[src/rtl/queue_manager_mt.sv]
// queue_manager_mt: multi-teller bank queue manager.
// Counts customers from two active-low photocell sensors, tracks the open
// teller count and derives an estimated wait (ceil(Pcount/tcount)*SVC_TIME,
// saturated) with a one-subtract-per-cycle divider.
// Optional build macro: QUEUE_MANAGER_MT_DEBOUNCE_EN adds per-sensor debounce
// (DB_CYCLES consecutive stable samples to fire / re-arm).

// Per-sensor front end: 2-FF synchroniser plus falling-edge event.
module qm_sensor #(
  parameter int DB_CYCLES = 4
) (
  input  logic clk,
  input  logic rest,
  input  logic sens_i,
  output logic evt_o
);
  logic s1_q, s2_q;

  // Synchroniser, idles high so reset never produces a spurious event
  always_ff @(posedge clk) begin
    if (rest) begin
      s1_q <= 1'b1;
      s2_q <= 1'b1;
    end else begin
      s1_q <= sens_i;
      s2_q <= s1_q;
    end
  end

`ifdef QUEUE_MANAGER_MT_DEBOUNCE_EN
  localparam int CW = $clog2(DB_CYCLES + 1);
  localparam logic [CW-1:0] LAST = CW'(DB_CYCLES - 1);

  logic [CW-1:0] lo_q, lo_d, hi_q, hi_d;
  logic          armed_q, armed_d;

  // Debounce: lo/hi count earlier consecutive low/high samples (saturating)
  always_comb begin
    lo_d    = lo_q;
    hi_d    = hi_q;
    armed_d = armed_q;
    evt_o   = 1'b0;
    if (!s2_q) begin
      hi_d = '0;
      lo_d = (lo_q == LAST) ? lo_q : lo_q + 1'b1;
      if (armed_q && lo_q == LAST) begin
        evt_o   = 1'b1;
        armed_d = 1'b0;
      end
    end else begin
      lo_d = '0;
      hi_d = (hi_q == LAST) ? hi_q : hi_q + 1'b1;
      if (!armed_q && hi_q == LAST) armed_d = 1'b1;
    end
  end

  // Debounce state registers
  always_ff @(posedge clk) begin
    if (rest) begin
      lo_q    <= '0;
      hi_q    <= '0;
      armed_q <= 1'b1;
    end else begin
      lo_q    <= lo_d;
      hi_q    <= hi_d;
      armed_q <= armed_d;
    end
  end
`else
  logic prev_q;

  // Previous synchronised value for edge detection
  always_ff @(posedge clk) begin
    if (rest) prev_q <= 1'b1;
    else      prev_q <= s2_q;
  end

  assign evt_o = prev_q & ~s2_q;
`endif
endmodule

module queue_manager_mt #(
  parameter int N         = 3,
  parameter int T_W       = 2,
  parameter int SVC_TIME  = 3,
  parameter int WT_W      = 5,
  parameter int DB_CYCLES = 4
) (
  input  logic            clk,
  input  logic            rest,
  input  logic            backphoto,
  input  logic            forwardphoto,
  input  logic [T_W-1:0]  tcount,
  output logic [N-1:0]    Pcount,
  output logic [WT_W-1:0] Wtime,
  output logic            wt_valid,
  output logic            full,
  output logic            empty
);
  localparam logic [N-1:0]    PMAX = {N{1'b1}};
  localparam logic [WT_W-1:0] WMAX = {WT_W{1'b1}};
  // Product width before saturation
  localparam int MW = N + $clog2(SVC_TIME) + 1;
  localparam int XW = (MW > WT_W) ? MW : WT_W;
  localparam int SW = (N > T_W) ? N : T_W;

  typedef enum logic [1:0] {S_IDLE, S_DIV, S_DONE} st_e;

  logic [1:0]      evt;
  logic            ent, ext;
  logic [N-1:0]    pcnt_q, pcnt_d;
  logic [T_W-1:0]  tc_q;
  logic            trig;
  st_e             st_q, st_d;
  logic [N-1:0]    rem_q, rem_d;
  logic [N-1:0]    quo_q, quo_d;
  logic [WT_W-1:0] wt_q, wt_d;
  logic            vld_q, vld_d;
  logic [MW-1:0]   prod;
  logic [XW-1:0]   prod_x;

  // Entry (lane 0) and exit (lane 1) sensors share one front end
  qm_sensor #(.DB_CYCLES(DB_CYCLES)) u_sens [1:0] (
    .clk   (clk),
    .rest  (rest),
    .sens_i({forwardphoto, backphoto}),
    .evt_o (evt)
  );

  assign ent = evt[0];
  assign ext = evt[1];

  assign full   = (pcnt_q == PMAX);
  assign empty  = (pcnt_q == '0);
  assign Pcount = pcnt_q;
  assign Wtime  = wt_q;
  assign wt_valid = vld_q;

  // Customer count: saturating in both directions; a simultaneous exit at
  // zero is treated as bogus so only the entry counts
  always_comb begin
    pcnt_d = pcnt_q;
    unique case ({ent, ext})
      2'b10:   if (!full)  pcnt_d = pcnt_q + 1'b1;
      2'b01:   if (!empty) pcnt_d = pcnt_q - 1'b1;
      2'b11:   if (empty)  pcnt_d = pcnt_q + 1'b1;
      default: ;
    endcase
  end

  // Recompute whenever the count or the registered teller count moves
  assign trig = (pcnt_d != pcnt_q) || (tcount != tc_q);

  assign prod   = MW'(quo_q) * MW'(SVC_TIME);
  assign prod_x = XW'(prod);

  // Divider FSM: next state and datapath; a trigger restarts from any state
  always_comb begin
    st_d  = st_q;
    rem_d = rem_q;
    quo_d = quo_q;
    wt_d  = wt_q;
    vld_d = vld_q;
    if (trig) begin
      rem_d = pcnt_d;
      quo_d = '0;
      vld_d = 1'b0;
      // No tellers: nothing to divide, go straight to the result
      st_d  = (tcount == '0) ? S_DONE : S_DIV;
    end else begin
      unique case (st_q)
        S_DIV: begin
          if (rem_q == '0) begin
            st_d = S_DONE;
          end else begin
            if (SW'(rem_q) <= SW'(tc_q)) rem_d = '0;
            else                         rem_d = N'(SW'(rem_q) - SW'(tc_q));
            quo_d = quo_q + 1'b1;
          end
        end
        S_DONE: begin
          if (tc_q == '0)              wt_d = (rem_q == '0) ? '0 : WMAX;
          else if (prod_x > XW'(WMAX)) wt_d = WMAX;
          else                         wt_d = prod_x[WT_W-1:0];
          vld_d = 1'b1;
          st_d  = S_IDLE;
        end
        default: ;
      endcase
    end
  end

  // State, count and result registers
  always_ff @(posedge clk) begin
    if (rest) begin
      pcnt_q <= '0;
      tc_q   <= '0;
      st_q   <= S_IDLE;
      rem_q  <= '0;
      quo_q  <= '0;
      wt_q   <= '0;
      vld_q  <= 1'b1;
    end else begin
      pcnt_q <= pcnt_d;
      tc_q   <= tcount;
      st_q   <= st_d;
      rem_q  <= rem_d;
      quo_q  <= quo_d;
      wt_q   <= wt_d;
      vld_q  <= vld_d;
    end
  end
endmodule

[config.mk]
export PLATFORM = sky130hd
export DESIGN_NAME = queue_manager_mt
export DESIGN_NICKNAME = d
export VERILOG_FILES = /design/src/rtl/queue_manager_mt.sv
export SDC_FILE = /design/constraint.sdc
export NUM_CORES = 1
export LEC_CHECK = 0
export ABC_AREA = 1
export ABC_CLOCK_PERIOD_IN_PS = 4800
export CAP_MARGIN = 0
export CORE_ASPECT_RATIO = 1.2
export CORE_MARGIN = 3
export CORE_UTILIZATION = 62
export DETAILED_ROUTE_END_ITERATION = 12
export DONT_BUFFER_PORTS = 1
export PLACE_DENSITY = 0.78
export REMOVE_ABC_BUFFERS = 1
export SYNTH_ARGS = -nofsm -noshare
export SYNTH_HDL_FRONTEND = slang
export SYNTH_SLANG_ARGS = --single-unit
[constraint.sdc]
create_clock -name clk -period 4.8 [get_ports clk]
set_input_delay 0.72 -clock clk [delete_from_list [all_inputs] [get_ports clk]]
set_output_delay 0.72 -clock clk [all_outputs]
set_load 0.05 [all_outputs]
==> impl_metrics.csv <==
group,metric,value,unit
synth,async_flop_share,0,
flow_run,cap_viol_max_count,0,
die,dieArea,3240,um2
timing,hold_slack,0.435,ns
clock_network,root_buffer,"clkbuf_4",
clock_network,clk_pin_slew,0.14,ns
critical_path,cpLargestDelayFamily,"simple AND/OR/NAND/NOR gates",
power,p_leak,0.000747,uW
synth,synth-seq-cells,25,
drt,drc,0,
critical_path,cp.arrival,3.36,ns
drt,routed_wl,3150,um
drt,drtIter0Drc,52,
die,die_w,52.5,um
drt,wire_per_inst,12.2,um
place,place.gp.congestion,0.857,
drt,postRouteAntennaNets,0,
grt,grt_overflow_total,0,
grt,grt_pass1_vias,1275,
status,status,"finished clean",
drt,via_per_inst,5.35,
synth,yosys_most_used_dff,"dfxtp_1",
timing,rsz0062_at_grt,"no",
clock_network,cts_buffers,3,
cells_and_area,fillers,199,
clock_network,clk_path_buf_depth,2,
synth,synth_most_common_cell,"nand2_1",
synth,synthTopCellsByCount,"nand2_1, inv_1, nor2_1",
clock_network,ctsResizeCount,0,
hold_path,hold_class,"reg -> reg",
synth,syn_avg_cell_area,7.08,um2
power,cellPowerDensity,286,nW/um2
cells_and_area,syn_to_final_growth,2.65,%
timing,tightest_slew,0.939,ns
cells_and_area,n_antenna_cell,0,
critical_path,critical-path-max-stage-delay,0.71,ns
timing,slew_headroom,0.371,
synth,synth-edff-count,0,
die,fp-row-count,19,
critical_path,path_cells,"inv_1, ha_1, inv_1, nor2_1, nand2_1, nand2_1, nand2_1, nand3_1, nand2_2, nand2_4, nand3_4, nor2_4, nor2_1, nor2_1",
synth,syn_inst,227,
drt,dr.pass1.iters,4,
clock_network,h-tree-depth,1,
critical_path,start_kind,"flop",
timing,setup_tns,0,ns
synth,synth_top_area_frac,0.312,
timing,fin_crit,3.09,ns
synth,ys_seq_area_frac,0.312,
die,ios,17,
grt,grt_pass1_wl,5160,um
clock_network,cts_tree,"yes",
cells_and_area,drive_gt1_frac,0.101,
clock_network,clock_latency,0.33,ns
critical_path,crit_slowest_cell,"nor2_1",
timing,setup_viol,0,
power,ir_drop,0.000210,V
die,die_h,61.8,um
critical_path,critPathMaxFanout,16,
grt,grt_max_degree,17,
grt,gr-usage-all-layers,0.209,
critical_path,critPathKind,"reg -> reg",
place,dp_hpwl,2560,um
grt,antenna_found_initial,0,
synth,yosysUniqueCellTypes,31,
timing,maxSlewViolCount,0,
clock_network,numClockSinks,25,
cells_and_area,final_nets,248,
timing,period_share,0.643,
synth,yosysWarnings,0,
timing,fmax,0.324,GHz
drt,vias,1386,
clock_network,postCtsSetupBuffers,0,
synth,synth_area,1610,um2
critical_path,worst_ep_required_time,5.08,ns
timing,report.final.hold_viol_count,0,
place,io_buffers,0,
synth,synth_top_area_cell,"dfxtp_1",
die,start_util,0.676,
critical_path,critical_path_buf_inv_count,2,
clock_network,cts_hold_buffers,0,
timing,fin_worst_skew,0.0111,ns
critical_path,end_kind,"flop",
die,coreArea,2380,um2
synth,yosys-top-cells-area,"dfxtp_1, nand2_1, ha_1",
==> cell families after synthesis <==
group	share of synthesized area
buffers and inverters	0.0981
AOI/OAI and AO/OA	0.0958
xor gates and xnor gates	0.0164
adders and majority gates	0.111
and+or+nand+nor	0.368
DFF	0.312
==> area by class of cell <==
type	instances	area [um2]	area share
clock buffer	3	22.5	0.0137
tap	31	38.8	0.0235
clock inverter	1	7.51	0.00455
multi-input combinational	164	948	0.575
inverter	35	131	0.0797
sequential	25	500	0.303
==> metrics by stage <==
step | util | setup WS, ns | total power (uW) | cells | area (um2)
floorplan | - | 2.01 | 354 | 224 | 1580
global placement | 0.681 | 1.86 | 373 | 255 | 1620
detailed placement | 0.681 | 1.72 | 379 | 255 | 1620
CTS | 0.694 | 1.71 | 474 | 259 | 1650
global route | 0.694 | 1.48 | 499 | 259 | 1650
finish | 0.694 | 1.71 | 471 | 259 | 1650
==> routing by layer <==
metal	up-vias	track usage	part of all wire
met5	-	0	0
met4	0	0.0803	0.023
met3	9	0.0358	0.019
met2	15	0.395	0.51
met1	626	0.231	0.45
li1	736	-	-
==> final timing paths <==
path                                startpoint              to  slack (ns)  cells past startpoint
worst max-delay path                 Pcount[0]        Wtime[2]        1.71                     14
worst min-delay path            u_sens[1].s1_q  u_sens[1].s2_q        0.43                      1
worst max register to register       Pcount[0]        Wtime[2]        1.71                     14
worst min register to register  u_sens[1].s1_q  u_sens[1].s2_q        0.43                      1
==> power by group <==
part / switching (uW) / internal [uW] / total [uW]
clock network: 64.7 / 31.9 / 96.5
registers: 27.6 / 220 / 248
logic: 85.6 / 41.6 / 127
==> sequential cells by signal (all words and copies together) (netlist names) <==
name and cells:
Wtime 5, Pcount 3, quo_q 3, rem_q 3
st_q 2, tc_q 2, u_sens.prev_q 2, u_sens.s1_q 2
u_sens.s2_q 2, wt_valid 1
==> worst register-to-register path: stages, from the launching register on <==
cell and delay [ns]:
dfxtp_1 0.55, inv_1 0.26, ha_1 0.28, inv_1 0.06, nor2_1 0.71, nand2_1 0.17, nand2_1 0.10, nand2_1 0.07
nand3_1 0.11, nand2_2 0.08, nand2_4 0.20, nand3_4 0.14, nor2_4 0.15, nor2_1 0.06, nor2_1 0.12
==> placed cells by master (no fill, tap or decap), types with 2 or more instances in the layout <==
cell type   n
o21ai_0    10
inv_1      33
fa_1        2
o211ai_1    2
nor3_1      3
nor2_1     31
nand2_4     2
xor2_1      2
nand3_1     9
nand2_2     2
a21oi_1    10
dfxtp_1    25
nor2_2      3
nand2_1    47
nand4_1    15
or2_2       5
ha_1       11
clkbuf_4    3
Power figures use the tool's default switching activity.
==> variant 1 (same settings) <==
The parameter `SVC_TIME` goes from 3 to 2.
--- a/src/rtl/queue_manager_mt.sv
+++ b/src/rtl/queue_manager_mt.sv
@@ -83,5 +83,5 @@
   parameter int N         = 3,
   parameter int T_W       = 2,
-  parameter int SVC_TIME  = 3,
+  parameter int SVC_TIME  = 2,
   parameter int WT_W      = 5,
   parameter int DB_CYCLES = 4
Behaviour: not the same (a bounded check fails within 10 cycles, from zero or initial values).
==> variant 1 against the unedited design <==
- the run now ends with DRC left
- first-iteration DRC count grew 35%
- highest routed layer unchanged
- sequential cell count fell by 1
- worst setup slack improved by 0.26 ns
- power is 3.8% higher
- routed wire length down 6.6%
- combinational power fell by 10%
- final area fell by 8.7%
- worst hold slack got worse by 0.015 ns
- global-route usage up 0.85 points
- clock skew grew 0.0054 ns
- sequential power decreased by 6%
- largest power group unchanged
- synthesized area fell by 9.6%
==> variant 1: results (changes against the unedited design) <==
| Metric | Value |
|---|---|
| Outcome | `finished with violations` |
| Failing checks | `DRC` |
| Vias post-DR | `1300 (-6.2%)` |
| Worst Hold Class | `reg -> reg` |
| Dpl hpwl | `2220 um (-13%)` |
| Sequential share of the synthesized area | `33.1% (+1.9 points)` |
| DR pass1 iterations | `8 (+4)` |
| Critical path arrival | `3.08 ns (-0.28 ns)` |
| Maximum fanout along the worst path | `16 (unchanged)` |
| GP Congestion | `0.816 (-4.8%)` |
| Layout cells sized above 1 | `10.5% (+0.39 points)` |
| Port bufs | `0 (unchanged)` |
| Largest net degree at the start of global routing | `19 (+2)` |
| Top cells by count, synth | `56 x nand2_1, 29 x inv_1, 24 x dfxtp_1, 22 x nor2_1, 14 x a21oi_1` |
| Cts bufs inserted | `3 (unchanged)` |
| Worst path top cell family by delay | `simple AND/OR/NAND/NOR gates` |
| Slowest-stage cell, CP | `dfxtp_1` |
| Post-place setup slack | `2.03 ns (+0.303 ns)` |
| P_leak | `0.691 nW (-7.5%)` |
| Post CTS Setup Buffer Count | `0 (unchanged)` |
| Vias in the first global route | `1202 (-5.7%)` |
| Synth warn | `0 (unchanged)` |
| Clock latency on the worst-skew pair | `approximately 0.32 ns` |
| Hold Crit Start | `u_sens[1].s1_q$_SDFF_PP1_` |
| Drt drc | `1 (+1)` |
| Max reg flops | `4 (-1)` |
| Fillers | `194 (-2.5%)` |
| Area Overhead vs Synth | `3.62%` |
| Mean Syn Cell Area | `6.88 um^2 (-2.7%)` |
| Reg clk slew, reported paths | `roughly 0.13 ns` |
| VDD IR max | `0.200 mV (-4.8%)` |
| Bufs on Longest Clock Path | `2 (unchanged)` |
| Asr flop ratio synth | `0% (unchanged)` |
| First-pass GRT wire length | `4970 um (-3.6%)` |
| Total Wirelength | `2940 um (-6.6%)` |
| Ranking of synthesized cells by area | `dfxtp_1 33%, nand2_1 14%, inv_1 7.5%, ha_1 6.9%, nor2_1 5.7%` |
| Vias per inst | `5.42 (+1.2%)` |
| Drt initial violations | `70 (+35%)` |
| Synth cell types | `27 (-13%)` |
| Max Cap Viol | `0 (unchanged)` |
| Clock skew | `0.0165 ns (+0.00538 ns)` |
| R2R Path Start | `Pcount[0]$_SDFF_PP0_` |
| H-tree depth | `1 (unchanged)` |
| ANT cells | `0 (unchanged)` |
| Post-cts sizing count | `0 (unchanged)` |
| Max incr delay on CP | `0.77 ns (+0.06 ns)` |
| Layout net count | `226 (-8.9%)` |
| Initial antenna violation count | `0 (unchanged)` |
| Cell Area, Placed | `0.00145 mm^2 (-10%)` |
| Startpoint types | `flop` |
| GRT Overall Usage | `21.7% (+0.85 points)` |
| CTS root buffer | `clkbuf_4` |
| Relative slew margins | `36.1% (-1.0 points)` |
| Inst Count DP | `236 (-7.5%)` |
-- variant 1: cell count changes after synthesis, sizes merged, moves of 2 or more --
| cell | change |
|---|---|
| ha | -3 |
| nor3 | -2 |
| nor2 | -11 |
| inv | -4 |
| nand4 | -2 |
| o21ai | -2 |
| a21oi | +3 |
| nand2 | +9 |
-- variant 1: path summary, 6_finish.rpt --
path                                     to  slack, ns  cells past startpoint
setup / recovery      rem_q[1]$_SDFFE_PP0P_       1.97                     14
hold / removal    u_sens[1].s2_q$_SDFF_PP1_       0.42                      1
setup reg to reg      rem_q[1]$_SDFFE_PP0P_       1.97                     14
hold reg to reg   u_sens[1].s2_q$_SDFF_PP1_       0.42                      1
-- variant 1: final cells by class --
cell class	count	area share, %
clock buffer	3	1.50
tap	30	2.49
multi-input combinational	152	54.6
inverter	30	7.48
clock inverter	1	2.00
sequential	24	31.9
-- variant 1: power by group --
group	switching [mW]	total, mW	internal [mW]
sequential	0.0228	0.233	0.210
clock	0.0578	0.142	0.0845
combinational	0.0778	0.114	0.0358
total	0.158	0.489	0.331
-- variant 1: kinds of logic (layout without fill, tap and decap cells) --
logic type      Yosys count  in the layout  share of synthesized area, %
compound gates           25             25                          9.13
xor+xnor                  1              1                         0.603
fa+ha+maj                 9              9                          8.27
buf+inv                  35             34                          10.3
flops                    24             24                          33.1
simple gates            117            117                          38.6
-- variant 1: metal layers --
metal	GRT usage, %	up-vias	wire length, um	part of all wire (%)
met5	0	-	0	0
met3	3.53	6	221	7.5
li1	-	676	-	-
met1	26.0	565	1260	43
met4	9.49	0	50	1.7
met2	38.1	53	1410	48
==> variant 2 (config.mk and constraints unchanged) <==
Without the edit above. Put one more register stage on the output `Pcount`, without a reset. The value now appears one clock later. The other outputs are not delayed to match.
--- a/src/rtl/queue_manager_mt.sv
+++ b/src/rtl/queue_manager_mt.sv
@@ -133,5 +133,7 @@
   assign full   = (pcnt_q == PMAX);
   assign empty  = (pcnt_q == '0);
-  assign Pcount = pcnt_q;
+  always_ff @(posedge clk) begin
+    Pcount <= pcnt_q;
+  end
   assign Wtime  = wt_q;
   assign wt_valid = vld_q;
Check against the original RTL: not equivalent (Yosys sat finds a counterexample within 10 cycles, from zero or initial values).
==> variant 2 against the unedited design <==
- sequential cell count rose by 3
- highest routed layer unchanged
- largest cell class unchanged
- final area grew 2.4%
- power up 16%
- worst setup slack better by 0.22 ns
- clock power increased by 56%
- largest power group unchanged
- synthesized cell count is 0.88% lower
- synthesized area grew 0.39%
- routed wire length is 2.7% higher
==> variant 2: results (changes against the unedited design) <==
| Metric | Value |
|---|---|
| FF-to-FF path depth | `14 (unchanged)` |
| Initial antenna violation count | `0 (unchanged)` |
| CP required | `5.08 ns (about the same)` |
| Post-cts sizing count | `0 (unchanged)` |
| Vias in the first global route | `1282 (+0.55%)` |
| Total Wirelength | `3230 um (+2.7%)` |
| Ys flop type | `dfxtp_1` |
| Bufs on Longest Clock Path | `2 (unchanged)` |
| R2R Path Start | `pcnt_q[0]$_SDFF_PP0_` |
| P_leak | `0.786 nW (+5.3%)` |
| First-pass GRT wire length | `5550 um (+7.6%)` |
| Asr flop ratio synth | `0% (unchanged)` |
| CTS root buffer | `clkbuf_4` |
| WHS Endpoint | `Pcount[1]$_DFF_P_` |
| GRT Overall Usage | `22.5% (+1.7 points)` |
| Ranking of synthesized cells by area | `dfxtp_1 35%, nand2_1 11%, ha_1 8.5%, inv_1 7.7%, nor2_1 7.7%` |
| Hold Crit Start | `pcnt_q[1]$_SDFF_PP0_` |
| Synth cell types | `29 (-6.5%)` |
| Final Max Slew Viols | `0 (unchanged)` |
| Layout net count | `247 (-0.40%)` |
| Max reg flops | `5 (unchanged)` |
| Slowest-stage cell, CP | `nor2_1` |
| Crit path kind | `reg -> reg` |
| Fillers | `210 (+5.5%)` |
| Maximum fanout along the worst path | `14 (-2)` |
| Relative slew margins | `38.5% (+1.3 points)` |
| Worst path top cell family by delay | `simple AND/OR/NAND/NOR gates` |
| Post CTS Setup Buffer Count | `0 (unchanged)` |
| Port bufs | `0 (unchanged)` |
| Clock skew | `0.00783 ns (-0.00331 ns)` |
| ANT cells | `0 (unchanged)` |
| H-tree depth | `1 (unchanged)` |
| Sequential share of the synthesized area | `34.8% (+3.6 points)` |
| Cts bufs inserted | `3 (unchanged)` |
| Top cells by count, synth | `47 x nand2_1, 33 x inv_1, 33 x nor2_1, 28 x dfxtp_1, 14 x nand4_1` |
| Synth warn | `0 (unchanged)` |
| Layout cells sized above 1 | `7.49% (-2.6 points)` |
| Outcome | `finished, final reports clean` |
| Clock latency on the worst-skew pair | `0.33 ns (about the same)` |
| Reg clk slew, reported paths | `0.14 ns (about the same)` |
| Worst Hold Class | `reg -> reg` |
| Drt initial violations | `46 (-12%)` |
| Hold Path Depth | `0 (-1)` |
| Vias per inst | `5.38 (+0.60%)` |
| R2r setup slk | `1.93 ns (+0.22 ns)` |
| Dpl hpwl | `2520 um (-1.3%)` |
| Largest net degree at the start of global routing | `17 (unchanged)` |
| Min Hold Slack | `0.428 ns (-0.00624 ns)` |
| DR pass1 iterations | `5 (+1)` |
| Worst r2r dst | `Wtime[3]$_SDFFE_PP0P_` |
| GP Congestion | `0.880 (+2.7%)` |
| VDD IR max | `0.308 mV (+46%)` |
| Max incr delay on CP | `0.70 ns` |
==> variant 2: layer usage <==
layer | GRT usage (%) | share of wire [%]
met5 | 0 | 0
met3 | 4.77 | 6.1
met4 | 7.30 | 1.9
met1 | 28.8 | 45
met2 | 37.9 | 47
==> variant 2: where the power goes <==
| group | leakage (nW) | switching [mW] | total (mW) | internal (mW) |
|---|---|---|---|---|
| Sequential | 0.230 | 0.0256 | 0.272 | 0.246 |
| Combinational | 0.528 | 0.0833 | 0.124 | 0.0409 |
| Clock | 0.0279 | 0.0667 | 0.151 | 0.0845 |
| Total | 0.786 | 0.176 | 0.547 | 0.372 |
==> variant 2: layout make-up <==
type | instances | area, um^2 | area share [%]
Clock buffer | 3 | 22.5 | 1.33
Clock inverter | 1 | 30.0 | 1.78
Inverter | 35 | 131 | 7.78
Multi-Input combinational cell | 160 | 906 | 53.6
Sequential cell | 28 | 561 | 33.2
Tap cell | 31 | 38.8 | 2.30
==> variant 2: stage by stage <==
stage	worst slack, ns	utilization, %	cells	instance area, um^2
after floorplan	2.27	-	223	1600
after detailed placement	1.96	68.8	254	1640
after global routing	1.67	71.1	258	1690
after CTS	1.92	71.1	258	1690
after global placement	2.11	68.8	254	1640
final	1.93	71.1	258	1690
==> variant 2: cells by family (layout without fill, tap and decap cells) <==
group | Yosys count | after routing | share of synthesized area [%]
xor gates and xnor gates | 5 | 5 | 2.72
buffers and inverters | 37 | 39 | 9.08
DFF | 28 | 28 | 34.8
adders and majority gates | 13 | 13 | 11.0
and+or+nand+nor | 117 | 117 | 34.1
AOI/OAI and AO/OA | 25 | 25 | 8.38
